--- config.mk ---
export PLATFORM = sky130hd
export DESIGN_NAME = load_store_unit_flat
export DESIGN_NICKNAME = d
export VERILOG_FILES = /design/src/rtl/load_store_unit_if.sv /design/src/rtl/load_store_unit.sv /design/src/flat_wrapper.sv
export SDC_FILE = /design/constraint.sdc
export NUM_CORES = 1
export LEC_CHECK = 0
export BUFFER_PORTS_ARGS = -buffer_cell sky130_fd_sc_hd__buf_2
export CAP_MARGIN = 20
export CORE_UTILIZATION = 48
export CTS_CLUSTER_SIZE = 14
export DETAILED_ROUTE_END_ITERATION = 7
export PLACE_DENSITY = 0.78
export SYNTH_ARGS = -nofsm -noshare
export SYNTH_HDL_FRONTEND = slang
export SYNTH_SLANG_ARGS = --single-unit
--- constraint.sdc ---
create_clock -name clk -period 2 [get_ports clk]
set_input_delay 0.1 -clock clk [delete_from_list [all_inputs] [get_ports clk]]
set_output_delay 0.1 -clock clk [all_outputs]
set_load 0.01 [all_outputs]
--- src/rtl/load_store_unit_if.sv ---
// Data-memory bus between the load/store unit (master) and a multi-cycle memory (slave).
// Latency: none, wires only.
// Backpressure: the master holds mem_req/addr/wdata/we until mem_gnt; read data returns on mem_rvalid.
interface load_store_unit_if #(
  parameter int ADDR_W = 32,
  parameter int DATA_W = 32
);
  logic              mem_req;
  logic              mem_we;
  logic [ADDR_W-1:0] mem_addr;
  logic [DATA_W-1:0] mem_wdata;
  logic              mem_gnt;
  logic              mem_rvalid;
  logic [DATA_W-1:0] mem_rdata;

  modport master (
    output mem_req, mem_we, mem_addr, mem_wdata,
    input  mem_gnt, mem_rvalid, mem_rdata
  );

  modport slave (
    input  mem_req, mem_we, mem_addr, mem_wdata,
    output mem_gnt, mem_rvalid, mem_rdata
  );
endinterface

--- src/rtl/load_store_unit.sv ---
// Load/store initiator: one datapath op at a time onto a req/gnt + rvalid memory bus.
// Latency: store 3, load 4, no-mem/error 2 cycles from cpu_valid to done (no wait states).
// Backpressure: busy stalls the datapath; waits on mem_gnt / mem_rvalid, aborts with err at TIMEOUT.
module load_store_unit #(
  parameter int ADDR_W  = 32,
  parameter int DATA_W  = 32,
  parameter int TIMEOUT = 64
) (
  input  logic              clk,
  input  logic              rst_n,
  input  logic              cpu_valid,
  input  logic              MemRead,
  input  logic              MemWrite,
  input  logic              MemtoReg,
  input  logic [ADDR_W-1:0] alu_result,
  input  logic [DATA_W-1:0] write_data,
  output logic              busy,
  output logic              done,
  output logic              err,
  output logic [DATA_W-1:0] memtoreg_out,
  load_store_unit_if.master mem
);

  localparam logic [1:0] S_IDLE = 2'd0;
  localparam logic [1:0] S_REQ  = 2'd1;
  localparam logic [1:0] S_RESP = 2'd2;
  localparam logic [1:0] S_DONE = 2'd3;

  // Counter only needs to reach TIMEOUT-1; the abort decision is taken on the
  // cycle whose increment would land there, so REQ+RESP lasts at most TIMEOUT-1 cycles.
  localparam int             CNT_W    = $clog2(TIMEOUT + 1);
  localparam logic [CNT_W-1:0] CNT_LAST = CNT_W'(TIMEOUT - 2);

  logic [1:0]        state, state_nxt;
  logic [CNT_W-1:0]  cnt;
  logic [ADDR_W-1:0] addr_q;
  logic [DATA_W-1:0] wdata_q;
  logic              we_q;
  logic              m2r_q;
  logic              err_q, err_nxt;
  logic [DATA_W-1:0] wb_q, wb_nxt;
  logic              wb_upd;
  logic              timeout_hit;
  logic              bad_op;

  assign timeout_hit = (cnt == CNT_LAST);
  // Both strobes, or a memory access that is not word aligned, never reaches the bus.
  assign bad_op = (MemRead & MemWrite) | ((MemRead | MemWrite) & (alu_result[1:0] != 2'b00));

  // Next state, completion status and writeback value for the DONE entry.
  always_comb begin
    state_nxt = state;
    err_nxt   = 1'b0;
    wb_upd    = 1'b0;
    wb_nxt    = wb_q;
    case (state)
      S_IDLE: begin
        if (cpu_valid) begin
          if (bad_op) begin
            state_nxt = S_DONE;
            err_nxt   = 1'b1;
          end else if (!MemRead && !MemWrite) begin
            state_nxt = S_DONE;
            wb_upd    = 1'b1;
            wb_nxt    = DATA_W'(alu_result);
          end else begin
            state_nxt = S_REQ;
          end
        end
      end
      S_REQ: begin
        // A grant on the limit cycle still completes normally.
        if (mem.mem_gnt) begin
          if (we_q) begin
            state_nxt = S_DONE;
            wb_upd    = 1'b1;
            wb_nxt    = DATA_W'(addr_q);
          end else begin
            state_nxt = S_RESP;
          end
        end else if (timeout_hit) begin
          state_nxt = S_DONE;
          err_nxt   = 1'b1;
        end
      end
      S_RESP: begin
        if (mem.mem_rvalid) begin
          state_nxt = S_DONE;
          wb_upd    = 1'b1;
          wb_nxt    = m2r_q ? mem.mem_rdata : DATA_W'(addr_q);
        end else if (timeout_hit) begin
          state_nxt = S_DONE;
          err_nxt   = 1'b1;
        end
      end
      default: begin
        state_nxt = S_IDLE;
      end
    endcase
  end

  // State register, cycle budget counter and completion flags.
  always_ff @(posedge clk or negedge rst_n) begin
    if (!rst_n) begin
      state <= S_IDLE;
      cnt   <= '0;
      err_q <= 1'b0;
      wb_q  <= '0;
    end else begin
      state <= state_nxt;
      err_q <= err_nxt;
      if (wb_upd) begin
        wb_q <= wb_nxt;
      end
      if ((state == S_REQ) || (state == S_RESP)) begin
        cnt <= cnt + 1'b1;
      end else begin
        cnt <= '0;
      end
    end
  end

  // Operation latches: captured once at acceptance, held for the whole access.
  always_ff @(posedge clk or negedge rst_n) begin
    if (!rst_n) begin
      addr_q  <= '0;
      wdata_q <= '0;
      we_q    <= 1'b0;
      m2r_q   <= 1'b0;
    end else if ((state == S_IDLE) && cpu_valid) begin
      addr_q  <= alu_result;
      wdata_q <= write_data;
      we_q    <= MemWrite;
      m2r_q   <= MemtoReg;
    end
  end

  // Decoded from state so reset removes mem_req and busy without waiting for a clock.
  assign mem.mem_req   = (state == S_REQ);
  assign mem.mem_we    = we_q;
  assign mem.mem_addr  = addr_q;
  assign mem.mem_wdata = wdata_q;

  assign busy         = (state != S_IDLE);
  assign done         = (state == S_DONE);
  assign err          = done & err_q;
  assign memtoreg_out = wb_q;

endmodule
--- src/flat_wrapper.sv ---
// flat-port wrapper written by rule: the top's interface ports become plain ports
module load_store_unit_flat 
#(
  parameter int ADDR_W  = 32,
  parameter int DATA_W  = 32,
  parameter int TIMEOUT = 64
)
  (clk, rst_n, cpu_valid, MemRead, MemWrite, MemtoReg, alu_result, write_data, busy, done, err, memtoreg_out, mem_mem_req, mem_mem_we, mem_mem_addr, mem_mem_wdata, mem_mem_gnt, mem_mem_rvalid, mem_mem_rdata);
  load_store_unit_if #(.ADDR_W(ADDR_W), .DATA_W(DATA_W)) mem_i ();
  input  logic clk;
  input  logic rst_n;
  input  logic cpu_valid;
  input  logic MemRead;
  input  logic MemWrite;
  input  logic MemtoReg;
  input  logic [ADDR_W-1:0] alu_result;
  input  logic [DATA_W-1:0] write_data;
  output logic busy;
  output logic done;
  output logic err;
  output logic [DATA_W-1:0] memtoreg_out;
  output wire logic [$bits(mem_i.mem_req)-1:0] mem_mem_req;
  output wire logic [$bits(mem_i.mem_we)-1:0] mem_mem_we;
  output wire logic [$bits(mem_i.mem_addr)-1:0] mem_mem_addr;
  output wire logic [$bits(mem_i.mem_wdata)-1:0] mem_mem_wdata;
  input wire logic [$bits(mem_i.mem_gnt)-1:0] mem_mem_gnt;
  input wire logic [$bits(mem_i.mem_rvalid)-1:0] mem_mem_rvalid;
  input wire logic [$bits(mem_i.mem_rdata)-1:0] mem_mem_rdata;
  assign mem_mem_req = mem_i.mem_req;
  assign mem_mem_we = mem_i.mem_we;
  assign mem_mem_addr = mem_i.mem_addr;
  assign mem_mem_wdata = mem_i.mem_wdata;
  assign mem_i.mem_gnt = mem_mem_gnt;
  assign mem_i.mem_rvalid = mem_mem_rvalid;
  assign mem_i.mem_rdata = mem_mem_rdata;
  load_store_unit #(.ADDR_W(ADDR_W), .DATA_W(DATA_W), .TIMEOUT(TIMEOUT)) u_core (.clk(clk), .rst_n(rst_n), .cpu_valid(cpu_valid), .MemRead(MemRead), .MemWrite(MemWrite), .MemtoReg(MemtoReg), .alu_result(alu_result), .write_data(write_data), .busy(busy), .done(done), .err(err), .memtoreg_out(memtoreg_out), .mem(mem_i));
endmodule
After elaboration in Yosys (flattened, before gate mapping). Index checks and enable logic that the tools add are counted.

Shift operators: 0. Equal/unequal tests: 10. Add/sub/neg operators: 1. Magnitude comparators: 0. Bitwise logic cells: 5. Multiplexer cells: 30. Div/mod/pow operators: 0. Reduce and logical (&&, ||, !) cells: 10. Multipliers: 0.

Operators with widths (count): 2-to-1 mux 32 bit (7); case mux 32 bit (3 select lines) (1); 2-to-1 mux 1 bit (12); 2-to-1 mux 2 bit (6); AND reduction 8 bit (1); adder 7 x 1 -> 7 bit (second input constant) (1); == test 7 x 6 -> 1 bit (second input constant) (1); 2-to-1 mux 7 bit (1); inequality test 2 x 1 -> 1 bit (second input constant) (3); inequality test 2 bit (second input constant) (3); case mux 1 bit (3 select lines) (2); case mux 2 bit (3 select lines) (1); == test 2 bit (second input constant) (2); nonzero test 2 bit (2); bitwise AND 1 bit (3); nonzero test 3 bit (1); == test 2 x 1 -> 1 bit (second input constant) (1); logical AND 1 bit (2); logical NOT 1 bit (2); logical NOT 2 bit (1); OR 1 bit (2); logical OR 1 bit (1).

Latch bits: 0. Output and inout bits: 101. Memory bits (writable): 0. Bits in read-only memories: 0. Memories kept: 0. Input port bits: 104. Register bits: 108.

Depth between registers and ports, before layout. Gate-level depths: netlist of run 1.

Depth in word-level cells: 7. Mapped depth: 8.

Least setup slack after synthesis of run 1. Ideal clock, no wire load.

Path kind: reg-to-reg. Start point: reg u_core.state[1]. End point: reg u_core.wb_q[10] (netlist: u_core.memtoreg_out[10]). Stages on the path, launching flop included: 8. Arrival time: 1.717 ns. Period minus slack after synthesis: 1.842 ns. Data required time: 1.875 ns. Path slack: 0.158 ns. Buffers on the path: 2. Path through: dfrtp_1 inv_1 ha_1 buf_2 a221oi_4 nand3_4 buf_6 mux2_4.

Word-level cells in the longest chain between the ends: 3. Elaborated cells between the ends (all ways): 13.

Ends and longest elaborated chain: start, declared (line load_store_unit.sv:34) `logic [1:0] state, state_nxt;`; start signal, assigned (line load_store_unit.sv:110) `state <= state_nxt;`; == test 2 x 1 -> 1 bit (*); net mem_mem_req (line flat_wrapper.sv:22) `output wire logic [$bits(mem_i.mem_req)-1:0] mem_mem_req;`; case mux 1 bit (3 select lines) (tied with other cells) (line load_store_unit.sv:56) `case (state)`; AND reduction 8 bit (no line); end signal, assigned (line load_store_unit.sv:113) `wb_q <= wb_nxt;`; end, declared (line load_store_unit.sv:41) `logic [DATA_W-1:0] wb_q, wb_nxt;`.

Mark *: on every way through the listed nets, which the timed path passes. The rest lies on a longest branch. A chain may end at the register's enable or synchronous reset.

Worst setup path in the final report of run 1.
Start point: reg u_core.state[0]. End point: reg u_core.wb_q[8] (netlist: u_core.memtoreg_out[8]).

Word-level cells in the longest chain between the ends: 3. Elaborated cells between the ends (all ways): 13.

Ends and longest elaborated chain (line): == test 2 bit (tied with other cells) (load_store_unit.sv:56); case mux 1 bit (3 select lines) (tied with other cells) (load_store_unit.sv:56); AND reduction 8 bit (no line).

Parallel ways exist; a longest one is shown, timed or not.

==> results of run 1 <==
-- stage by stage --
step	util, %	hold slack [ns]	total power [mW]
3_3_place_gp	61.3	0.111	11.2
5_1_grt	69.3	0.000270	14.3
3_5_place_dp	61.3	0.122	11.5
2_1_floorplan	-	-0.196	9.15
4_1_cts	69.2	0.000598	13.5
6_report	69.3	0.0113	13.5
-- placed cells by master, fill, tap and decap left out, types with 2 or more instances in the layout --
cell           instances
dfrtp_1              107
bufinv_16              2
mux2_1                 2
a21oi_1               36
nor2b_1                2
inv_2                  2
xnor2_1                5
mux2_4                57
buf_12                 7
nand2_1                3
ha_1                   3
clkbuf_16              9
ha_2                   3
mux2_2                71
buf_2                203
and2_1                 7
inv_1                  7
nor2_1                33
o21ai_0                2
nand4_1                3
o22ai_1                2
o31ai_1                2
dlygate4sd3_1         56
clkinvlp_4             2
buf_4                  7
a22oi_1               32
nand2_2                2
-- timing repair --
item                       in CTS  in global routing
hold buffers                   55                  1
setup endpoints to repair       0                  1
resized for setup               0                  1
hold endpoints to repair       92                  1
-- critical path, delay by kind of cell (launching register included) --
family	cells	cell delay, ns
buffers and inverters	3	0.38
AOI/OAI and AO/OA	1	0.25
and+or+nand+nor	1	0.12
muxes	1	0.31
DFF	1	0.41
adders and majority gates	1	0.26
-- report_power, final --
part / leakage (nW) / switching (mW) / internal [mW]
sequential: 1.29 / 0.809 / 3.30
clock: 0.149 / 0.825 / 1.10
combinational: 2.29 / 3.41 / 4.03
total: 3.73 / 5.05 / 8.43
-- layout make-up --
type	count	area share (%)
clock inverter	6	1.17
sequential	108	35.5
timing repair buffer	274	23.4
multi-input combinational	275	34.1
tap	140	2.30
inverter	9	0.444
clock buffer	10	3.01
-- state kept, by name, indices dropped and copies added (netlist names) --
| name | cells |
|---|---|
| u_core.mem.mem_wdata | 32 |
| u_core.mem.mem_we | 1 |
| u_core.state | 2 |
| u_core.m2r_q | 1 |
| u_core.cnt | 7 |
| u_core.mem.mem_addr | 32 |
| u_core.memtoreg_out | 32 |
| u_core.err_q | 1 |
-- worst paths after layout --
path                                                           start                                   end  slack, ns
min in group asynchronous                                      rst_n           u_core.state[1]$_DFFE_PN0N_       0.28
max in group asynchronous                                      rst_n   u_core.mem.mem_wdata[9]$_DFFE_PN0P_       0.97
worst max register to register           u_core.state[0]$_DFFE_PN0N_    u_core.memtoreg_out[8]$_DFFE_PN0P_       0.14
worst max-delay path                     u_core.state[0]$_DFFE_PN0N_    u_core.memtoreg_out[8]$_DFFE_PN0P_       0.14
worst min-delay path                                   alu_result[5]    u_core.mem.mem_addr[5]$_DFFE_PN0P_       0.01
worst min register to register  u_core.mem.mem_wdata[21]$_DFFE_PN0P_  u_core.mem.mem_wdata[21]$_DFFE_PN0P_       0.51
-- per-layer routing --
metal | GRT usage [%] | up-vias
met4 | 10.1 | 0
met1 | 29.5 | 2203
met3 | 5.62 | 25
met2 | 43.1 | 182
li1 | - | 2034
met5 | 0 | -
-- cells by family after synthesis --
| group | share of synthesized area [%] |
|---|---|
| and+or+nand+nor | 4.66 |
| AOI/OAI and AO/OA | 9.57 |
| DFF | 49.1 |
| muxes | 30.5 |
| xor gates and xnor gates | 0.955 |
| adders and majority gates | 1.36 |
| buffers and inverters | 3.86 |
==> out/metrics.yaml, run 1 <==
track_usage_pct: 24.8
dp_slack_ns: 0.104
period_needed_ns: 1.86
syn_area_per_cell_um2: 13.0
yosysTopAreaCellShare_pct: 49.1
ant_nets: 0
seq_area_frac_synth_pct: 49.1
cts_tree: "done"
fmax_mhz: 539
grt_max_degree: 43
tightest_slew_ns: 0.557
place_inst: 750
final_cells: 822
syn_area_um2: 5500
setup_slack_ns: 0.144
seqCellArea_um2: 2700
skew_ns: 0.00856
cp.arrival_ns: 2.09
dr.pass1.iters: 4
vias_per_cell: 5.41
rsz0062_at_grt: "false"
clkLatencyLatePin_ns: 0.35
cap_violations: 0
die_w_um: 109
ys.flop_type: "dfrtp_1"
dr_wl_met3_um: 923
path_cells: "inv_1 > ha_2 > inv_2 > o221ai_2 > nand3_4 > buf_6 > mux2_4"
status: "finished clean"
setup_violations: 0
end_kind: "register"
yosys_warnings: 0
wire_per_inst_um: 17.5
syn-instance-count: 422
cts.htree.levels: 3
wl_um: 14400
wl_met1_um: 5890
num-fill-cells: 755
ff2ff_path_depth: 7
irDropWorstVdd_mv: 0.977
cts.sinks: 108
drive_gt1_share_pct: 54.7
synth_largest_area_cell: "dfrtp_1"
cts_setup_buffers: 0
fp.dieH_um: 109
tns_ns: 0
ys_top_cells_by_area: "dfrtp_1, mux2_4, mux2_2"
setup.worst_path.class: "register to register"
floorplan.core_area_um2: 11000
startpoint_type: "register"
relSlewSlack_pct: 62.8
cpPeakStageDelay_ns: 0.41
cts_root_buf: "clkbuf_16"
initial_utilization_pct: 50.1
gp_congestion: 0.834
synth-edff-count: 0
drv_slew: 0
power_leakage_nw: 3.73
port_buffers: 204
dieArea_um2: 11900
synth-async-reset-ratio_pct: 100
numCtsBuffers: 9
drc: 0
ys_seq_elements: 108
antenna-diode-count: 0
hold_path.class: "input pin to register"
areaGrowthSynthToFinish_pct: 38.3
clk_pin_slew_ns: 0.07
grt_pass1_wl_um: 22300
met2_wirelength_um: 7240
grt_pass1_vias: 4552
period_share_pct: 92.8
io_pins: 205
slowest_stage: "dfrtp_1"
yosysMostFrequentCell: "dfrtp_1"
multiInputGateArea_um2: 2600
synthTopCellsByCount: "dfrtp_1, mux2_2, mux2_4, a21oi_1, nor2_1"
dr.first_iter.drc_count: 232
hold_viol: 0
rows: 38
cts_buffer_depth: 2
post_dp_cell_area_um2: 6730
cellPowerDensity_nw_per_um2: 1770
top_layer: "met4"
syn_nets: 532
finish.instance_area_um2: 7610
worstPathRequired_ns: 2.23
path_max_fanout: 14
overflow: 0
dp_hpwl_um: 9460
antenna_found_initial: 0
nets: 787
dr_total_vias: 4444
ys_types: 34
hold_depth: 2
No activity file was read; power rests on OpenSTA's default activity.
==> inputs of run 2 (changes only) <==
CELL_PAD_IN_SITES_DETAIL_PLACEMENT = 0   (was unset)
CELL_PAD_IN_SITES_GLOBAL_PLACEMENT = 1   (was unset)
CORE_UTILIZATION = 39   (was 48)
CTS_CLUSTER_SIZE = 40   (was 14)
PLACE_DENSITY = unset   (was 0.78)
PLACE_DENSITY_LB_ADDON = 0.1   (was unset)
==> run 2 against run 1 <==
Against the previous run: setup slack better by 0.0030 ns; clock skew is 0.0017 ns lower; register-to-register slack hardly changed; first-iteration DRC count is 35% lower; largest power group unchanged; utilization is 13 points lower; total power is 0.14% lower; cell area is 1.4% higher; die area is 23% higher; sequential share of layout area is 0.50 points lower; routed wire length is 0.57% higher.
==> out/metrics.yaml, run 2 (synthesized netlist as in run 1, its figures left out) <==
cts_buffer_depth: 2  # unchanged
fmax_mhz: 540  # was 539 MHz
areaGrowthSynthToFinish_pct: 40.2  # was 38.3%
cts_tree: "done"  # unchanged
setup.worst_path.class: "register to register"  # unchanged
drc: 0  # unchanged
vias_per_cell: 4.97  # was 5.41
tightest_slew_ns: 0.528  # was 0.557 ns
floorplan.core_area_um2: 13800  # was 11000 µm²
r2r-start: "u_core.state[0]$_DFFE_PN0N_"  # unchanged
wire_per_inst_um: 16.7  # was 17.5 µm
ant_nets: 0  # unchanged
power_leakage_nw: 3.77  # was 3.73 nW
drv_slew: 0  # unchanged
irDropWorstVdd_mv: 0.846  # was 0.977 mV
tns_ns: 0  # unchanged
seqCellArea_um2: 2700  # unchanged
dp_hpwl_um: 9710  # was 9460 µm
cap_violations: 0  # unchanged
fp.dieH_um: 121  # was 109 µm
swShare_pct: 36.9  # was 37.4%
grt_pass1_vias: 4387  # was 4552
cellPowerDensity_nw_per_um2: 1740  # was 1770 nW/µm²
rows: 43  # was 38
die_w_um: 121  # was 109 µm
clk_pin_slew_ns: 0.07  # about the same
setup_slack_ns: 0.147  # was 0.144 ns
dr.pass1.iters: 4  # unchanged
dr.first_iter.drc_count: 151  # was 232
hold_viol: 0  # unchanged
path_max_fanout: 16  # was 14
dr_total_vias: 4295  # was 4444
antenna_found_initial: 0  # unchanged
cts_root_buf: "clkbuf_16"  # unchanged
port_buffers: 204  # unchanged
cp.arrival_ns: 2.08  # was 2.09 ns
period_needed_ns: 1.85  # was 1.86 ns
cts.htree.levels: 3  # unchanged
status: "finished clean"  # unchanged
skew_ns: 0.00687  # was 0.00856 ns
hp-start: "alu_result[19]"  # was alu_result[5]
track_usage_pct: 20.2  # was 24.8%
hold_end: "u_core.mem.mem_addr[19]$_DFFE_PN0P_"  # was u_core.mem.mem_addr[5]$_DFFE_PN0P_
layout_common_cells: "buf_2, dfrtp_1, mux2_2"  # unchanged
ff2ff_setup_slack_ns: 0.15  # was 0.14 ns
final_common_cell: "buf_2"  # unchanged
end_kind: "register"  # unchanged
cts_setup_buffers: 0  # unchanged
num-fill-cells: 1171  # was 755
clkLatencyLatePin_ns: 0.35  # about the same
initial_utilization_pct: 39.8  # was 50.1%
overflow: 0  # unchanged
ff2ff_path_depth: 7  # unchanged
antenna-diode-count: 0  # unchanged
period_share_pct: 92.7  # was 92.8%
grt_pass1_wl_um: 22600  # was 22300 µm
startpoint_type: "register"  # unchanged
p_clk_share_pct: 14.4  # was 14.3%
numCtsBuffers: 9  # unchanged
finish.instance_area_um2: 7720  # was 7610 µm²
fin_hold_ws_ns: 0.0157  # was 0.0113 ns
cts.sinks: 108  # unchanged
grt_max_degree: 58  # was 43
post_dp_cell_area_um2: 6800  # was 6730 µm²
worstPathRequired_ns: 2.23  # about the same
io_pins: 205  # unchanged
wl_um: 14400  # about the same
fin_util_pct: 55.8  # was 69.3%
rr_endpoint: "u_core.memtoreg_out[18]$_DFFE_PN0P_"  # was u_core.memtoreg_out[8]$_DFFE_PN0P_
rsz0062_at_grt: "false"  # unchanged
switching_power_mw: 4.97  # was 5.05 mW
setup_violations: 0  # unchanged
relSlewSlack_pct: 64.8  # was 62.8%
hold_depth: 2  # unchanged
gp_congestion: 0.806  # was 0.834
multiInputGateArea_um2: 2600  # about the same
seq_power_share_pct: 30.0  # was 30.5%
hold_path.class: "input pin to register"  # unchanged
nets: 791  # was 787
share_comb_of_total_power_pct: 55.6  # was 55.2%
dp_slack_ns: 0.150  # was 0.104 ns
dieArea_um2: 14600  # was 11900 µm²
internal_power_mw: 8.49  # was 8.43 mW
drive_gt1_share_pct: 54.6  # was 54.7%
## run 2: how the worst max path moves through the flow
stage                                          endpoint  depth (start not counted)                   startpoint  slack [ns]
global route        u_core.memtoreg_out[18]$_DFFE_PN0P_                          7  u_core.state[0]$_DFFE_PN0N_        0.07
finish              u_core.memtoreg_out[18]$_DFFE_PN0P_                          7  u_core.state[0]$_DFFE_PN0N_        0.15
CTS                 u_core.memtoreg_out[18]$_DFFE_PN0P_                          7  u_core.state[0]$_DFFE_PN0N_        0.13
global placement    u_core.memtoreg_out[21]$_DFFE_PN0P_                          7  u_core.state[0]$_DFFE_PN0N_        0.22
floorplan           u_core.memtoreg_out[10]$_DFFE_PN0P_                          7  u_core.state[1]$_DFFE_PN0N_        0.16
detailed placement  u_core.memtoreg_out[10]$_DFFE_PN0P_                          7  u_core.state[0]$_DFFE_PN0N_        0.15
## run 2: repair_timing
item                                    in CTS  in global routing
endpoints found under the hold margin       94                  0
gates resized for setup                      0                  0
hold buffers                                59                  0
endpoints found under the setup margin       0                  0
## run 2: metal layers
metal	GRT usage [%]	wire length, µm	share of wire, %	vias up
li1	-	-	-	2040
met1	25.5	6360	44	2091
met2	33.9	7050	49	151
met3	4.20	844	5.8	13
met4	7.79	191	1.3	0
met5	0	0	0	-
## run 2: per-stage QoR
| stage | power (mW) | instances |
|---|---|---|
| 6_report | 13.5 | 865 |
| 5_1_grt | 14.4 | 865 |
| 4_1_cts | 13.6 | 865 |
| 3_5_place_dp | 11.5 | 791 |
| 3_3_place_gp | 11.4 | 791 |
| 2_1_floorplan | 9.15 | 422 |
## run 2: layout make-up
cell class | count | area share [%]
clock buffer | 11 | 3.27
clock inverter | 4 | 0.940
inverter | 9 | 0.438
multi-input combinational | 275 | 33.7
sequential | 108 | 35.0
tap | 180 | 2.92
timing repair buffer | 278 | 23.7
## run 2: critical path, cell delays in order, from the launching register on
cell      delay (ns)
dfrtp_1         0.40
inv_1           0.12
ha_2            0.26
inv_2           0.07
o221ai_2        0.24
nand3_4         0.13
buf_12          0.20
mux2_4          0.30
## run 2: power groups by stage
stage	sequential, mW	combinational, mW	clock, mW
floorplan	4.46	4.69	0
global placement	4.01	7.37	0
detailed placement	4.07	7.44	0
CTS	4.04	7.55	2.00
global route	4.20	8.12	2.08
finish	4.04	7.48	1.94
==> inputs of run 3 (changes only) <==
==> constraint.sdc (replaced) <==
create_clock -name clk -period 2 [get_ports clk]
set_input_delay 0.4 -clock clk [delete_from_list [all_inputs] [get_ports clk]]
set_output_delay 0.4 -clock clk [all_outputs]
set_load 0.01 [all_outputs]
==> run 3 against run 2 <==
Against the previous run: clock power decreased by 6%; final cell count decreased by 6.6%; sequential cell count unchanged; sequential power is essentially flat; clock skew shrank 0.0025 ns; combinational power shrank 0.7%; first-iteration DRC count grew 27%; routed wire length is 5.2% lower; worst hold slack gained 0.27 ns; utilization shrank 4.2 points; setup slack worse by 0.019 ns; critical endpoint is now mem_mem_req; largest power group unchanged.
==> out/metrics.yaml, run 3 (synthesized netlist as in run 1, its figures left out) <==
status: "finished clean"  # unchanged
io_pins: 205  # unchanged
clk_pin_slew_ns: 0.07  # about the same
die_w_um: 121  # unchanged
end_kind: "primary output"  # was register
switching_power_mw: 4.98  # was 4.97 mW
setup.worst_path.class: "register to primary output"  # was register to register
initial_utilization_pct: 39.8  # unchanged
layout_common_cells: "buf_2, dfrtp_1, mux2_2"  # unchanged
finish.instance_area_um2: 7140  # was 7720 µm²
areaGrowthSynthToFinish_pct: 29.7  # was 40.2%
seq_power_share_pct: 30.4  # was 30.0%
fmax_mhz: 534  # was 540 MHz
cts.sinks: 108  # unchanged
grt_max_degree: 38  # was 58
hold_viol: 0  # unchanged
cp.arrival_ns: 1.47  # was 2.08 ns
numCtsBuffers: 9  # unchanged
wire_per_inst_um: 16.9  # was 16.7 µm
path_max_fanout: 9  # was 16
tns_ns: 0  # unchanged
dr_total_vias: 4078  # was 4295
drive_gt1_share_pct: 59.7  # was 54.6%
relSlewSlack_pct: 71.9  # was 64.8%
startpoint_type: "register"  # unchanged
grt_pass1_wl_um: 21800  # was 22600 µm
dr.first_iter.drc_count: 192  # was 151
setup_slack_ns: 0.128  # was 0.147 ns
clkLatencyLatePin_ns: 0.34  # was 0.35 ns
p_total_mw: 13.3  # was 13.5 mW
post_dp_cell_area_um2: 6820  # was 6800 µm²
ant_nets: 0  # unchanged
fp.dieH_um: 121  # unchanged
nets: 733  # was 791
rsz0062_at_grt: "false"  # unchanged
dp_hpwl_um: 9730  # was 9710 µm
drv_slew: 0  # unchanged
antenna-diode-count: 0  # unchanged
grt_pass1_vias: 4137  # was 4387
drc: 0  # unchanged
period_share_pct: 93.6  # was 92.7%
final_cells: 808  # was 865
ctsHoldBuffers: 1  # was 59
path_cells: "inv_1 > ha_2 > buf_4 > buf_2"  # was inv_1 > ha_2 > inv_2 > o221ai_2 > nand3_4 > buf_12 > mux2_4
setup_violations: 0  # unchanged
cts_setup_buffers: 0  # unchanged
p_clk_share_pct: 13.8  # was 14.4%
irDropWorstVdd_mv: 0.915  # was 0.846 mV
fin_util_pct: 51.6  # was 55.8%
skew_ns: 0.00438  # was 0.00687 ns
gp_congestion: 0.758  # was 0.806
swShare_pct: 37.4  # was 36.9%
cellPowerDensity_nw_per_um2: 1860  # was 1740 nW/µm²
share_comb_of_total_power_pct: 55.8  # was 55.6%
hold_path.class: "input pin to register"  # unchanged
track_usage_pct: 19.4  # was 20.2%
cts_tree: "done"  # unchanged
floorplan.core_area_um2: 13800  # unchanged
dp_slack_ns: 0.141  # was 0.150 ns
vias_per_cell: 5.05  # was 4.97
period_needed_ns: 1.87  # was 1.85 ns
critPathTopFamily: "buffers and inverters"  # was flip-flops
cts_resized: 0  # unchanged
wl_um: 13700  # was 14400 µm
rows: 43  # unchanged
slowest_stage: "dfrtp_1"  # unchanged
port_buffers: 204  # unchanged
cap_violations: 0  # unchanged
cts_buffer_depth: 2  # unchanged
tightest_slew_ns: 0.421  # was 0.528 ns
internal_power_mw: 8.33  # was 8.49 mW
final_common_cell: "buf_2"  # unchanged
dieArea_um2: 14600  # unchanged
cpPeakStageDelay_ns: 0.43  # was 0.40 ns
antenna_found_initial: 0  # unchanged
overflow: 0  # unchanged
place_inst: 791  # unchanged
fin_hold_ws_ns: 0.286  # was 0.0157 ns
worstPathRequired_ns: 1.60  # was 2.23 ns
crit_buf_inv: 3  # unchanged
dr.pass1.iters: 4  # unchanged
power_leakage_nw: 3.52  # was 3.77 nW
cts.htree.levels: 3  # unchanged
cts_root_buf: "clkbuf_16"  # unchanged
[run 3: cell count changes in the layout (fill, tap and decap cells not counted), sizes merged]
cell,change
clkinv,+2
dlygate4sd3,-58
bufinv,-1
[run 3: worst paths after layout]
path | startpoint | end | slack, ns | cells after the start
worst max-delay path | u_core.state[1]$_DFFE_PN0N_ | mem_mem_req | 0.13 | 4
worst min-delay path | write_data[23] | u_core.mem.mem_wdata[23]$_DFFE_PN0P_ | 0.29 | 2
worst max register to register | u_core.state[0]$_DFFE_PN0N_ | u_core.memtoreg_out[19]$_DFFE_PN0P_ | 0.13 | 7
worst min register to register | u_core.mem.mem_wdata[23]$_DFFE_PN0P_ | u_core.mem.mem_wdata[23]$_DFFE_PN0P_ | 0.50 | 1
max in group asynchronous | rst_n | u_core.mem.mem_addr[7]$_DFFE_PN0P_ | 0.94 | 3
min in group asynchronous | rst_n | u_core.memtoreg_out[26]$_DFFE_PN0P_ | 0.48 | 2
[run 3: power by group through the flow]
stage                     Clock [mW]  Sequential (mW)  Combinational [mW]
after floorplan                    0             4.46                4.69
after global placement             0             4.02                7.42
after detailed placement           0             4.06                7.51
after CTS                       1.90             4.04                7.53
after global routing            1.99             4.19                8.13
final                           1.83             4.05                7.43
[run 3: layer usage]
layer / vias up / wire length [µm] / global-route usage (%)
li1: 1923 / - / -
met1: 1981 / 6100 / 24.9
met2: 157 / 6450 / 31.9
met3: 17 / 928 / 4.67
met4: 0 / 212 / 6.71
met5: - / 0 / 0
[run 3: worst register-to-register path, delay by kind of cell, from the launching register on]
family                   cells  cell delay, ns
multiplexers                 1            0.32
AND/OR/NAND/NOR              1            0.14
flip-flops                   1            0.40
buffers and inverters        3            0.38
AO/OA/AOI/OAI                1            0.27
adder cells (fa/ha/maj)      1            0.25
[run 3: final cells by class]
class	instances	area (µm²)
timing repair buffer	220	1260
tap	180	225
fill	1216	6690
inverter	9	33.8
clock buffer	11	253
sequential	108	2700
clock inverter	5	60.1
multi-input combinational	275	2600
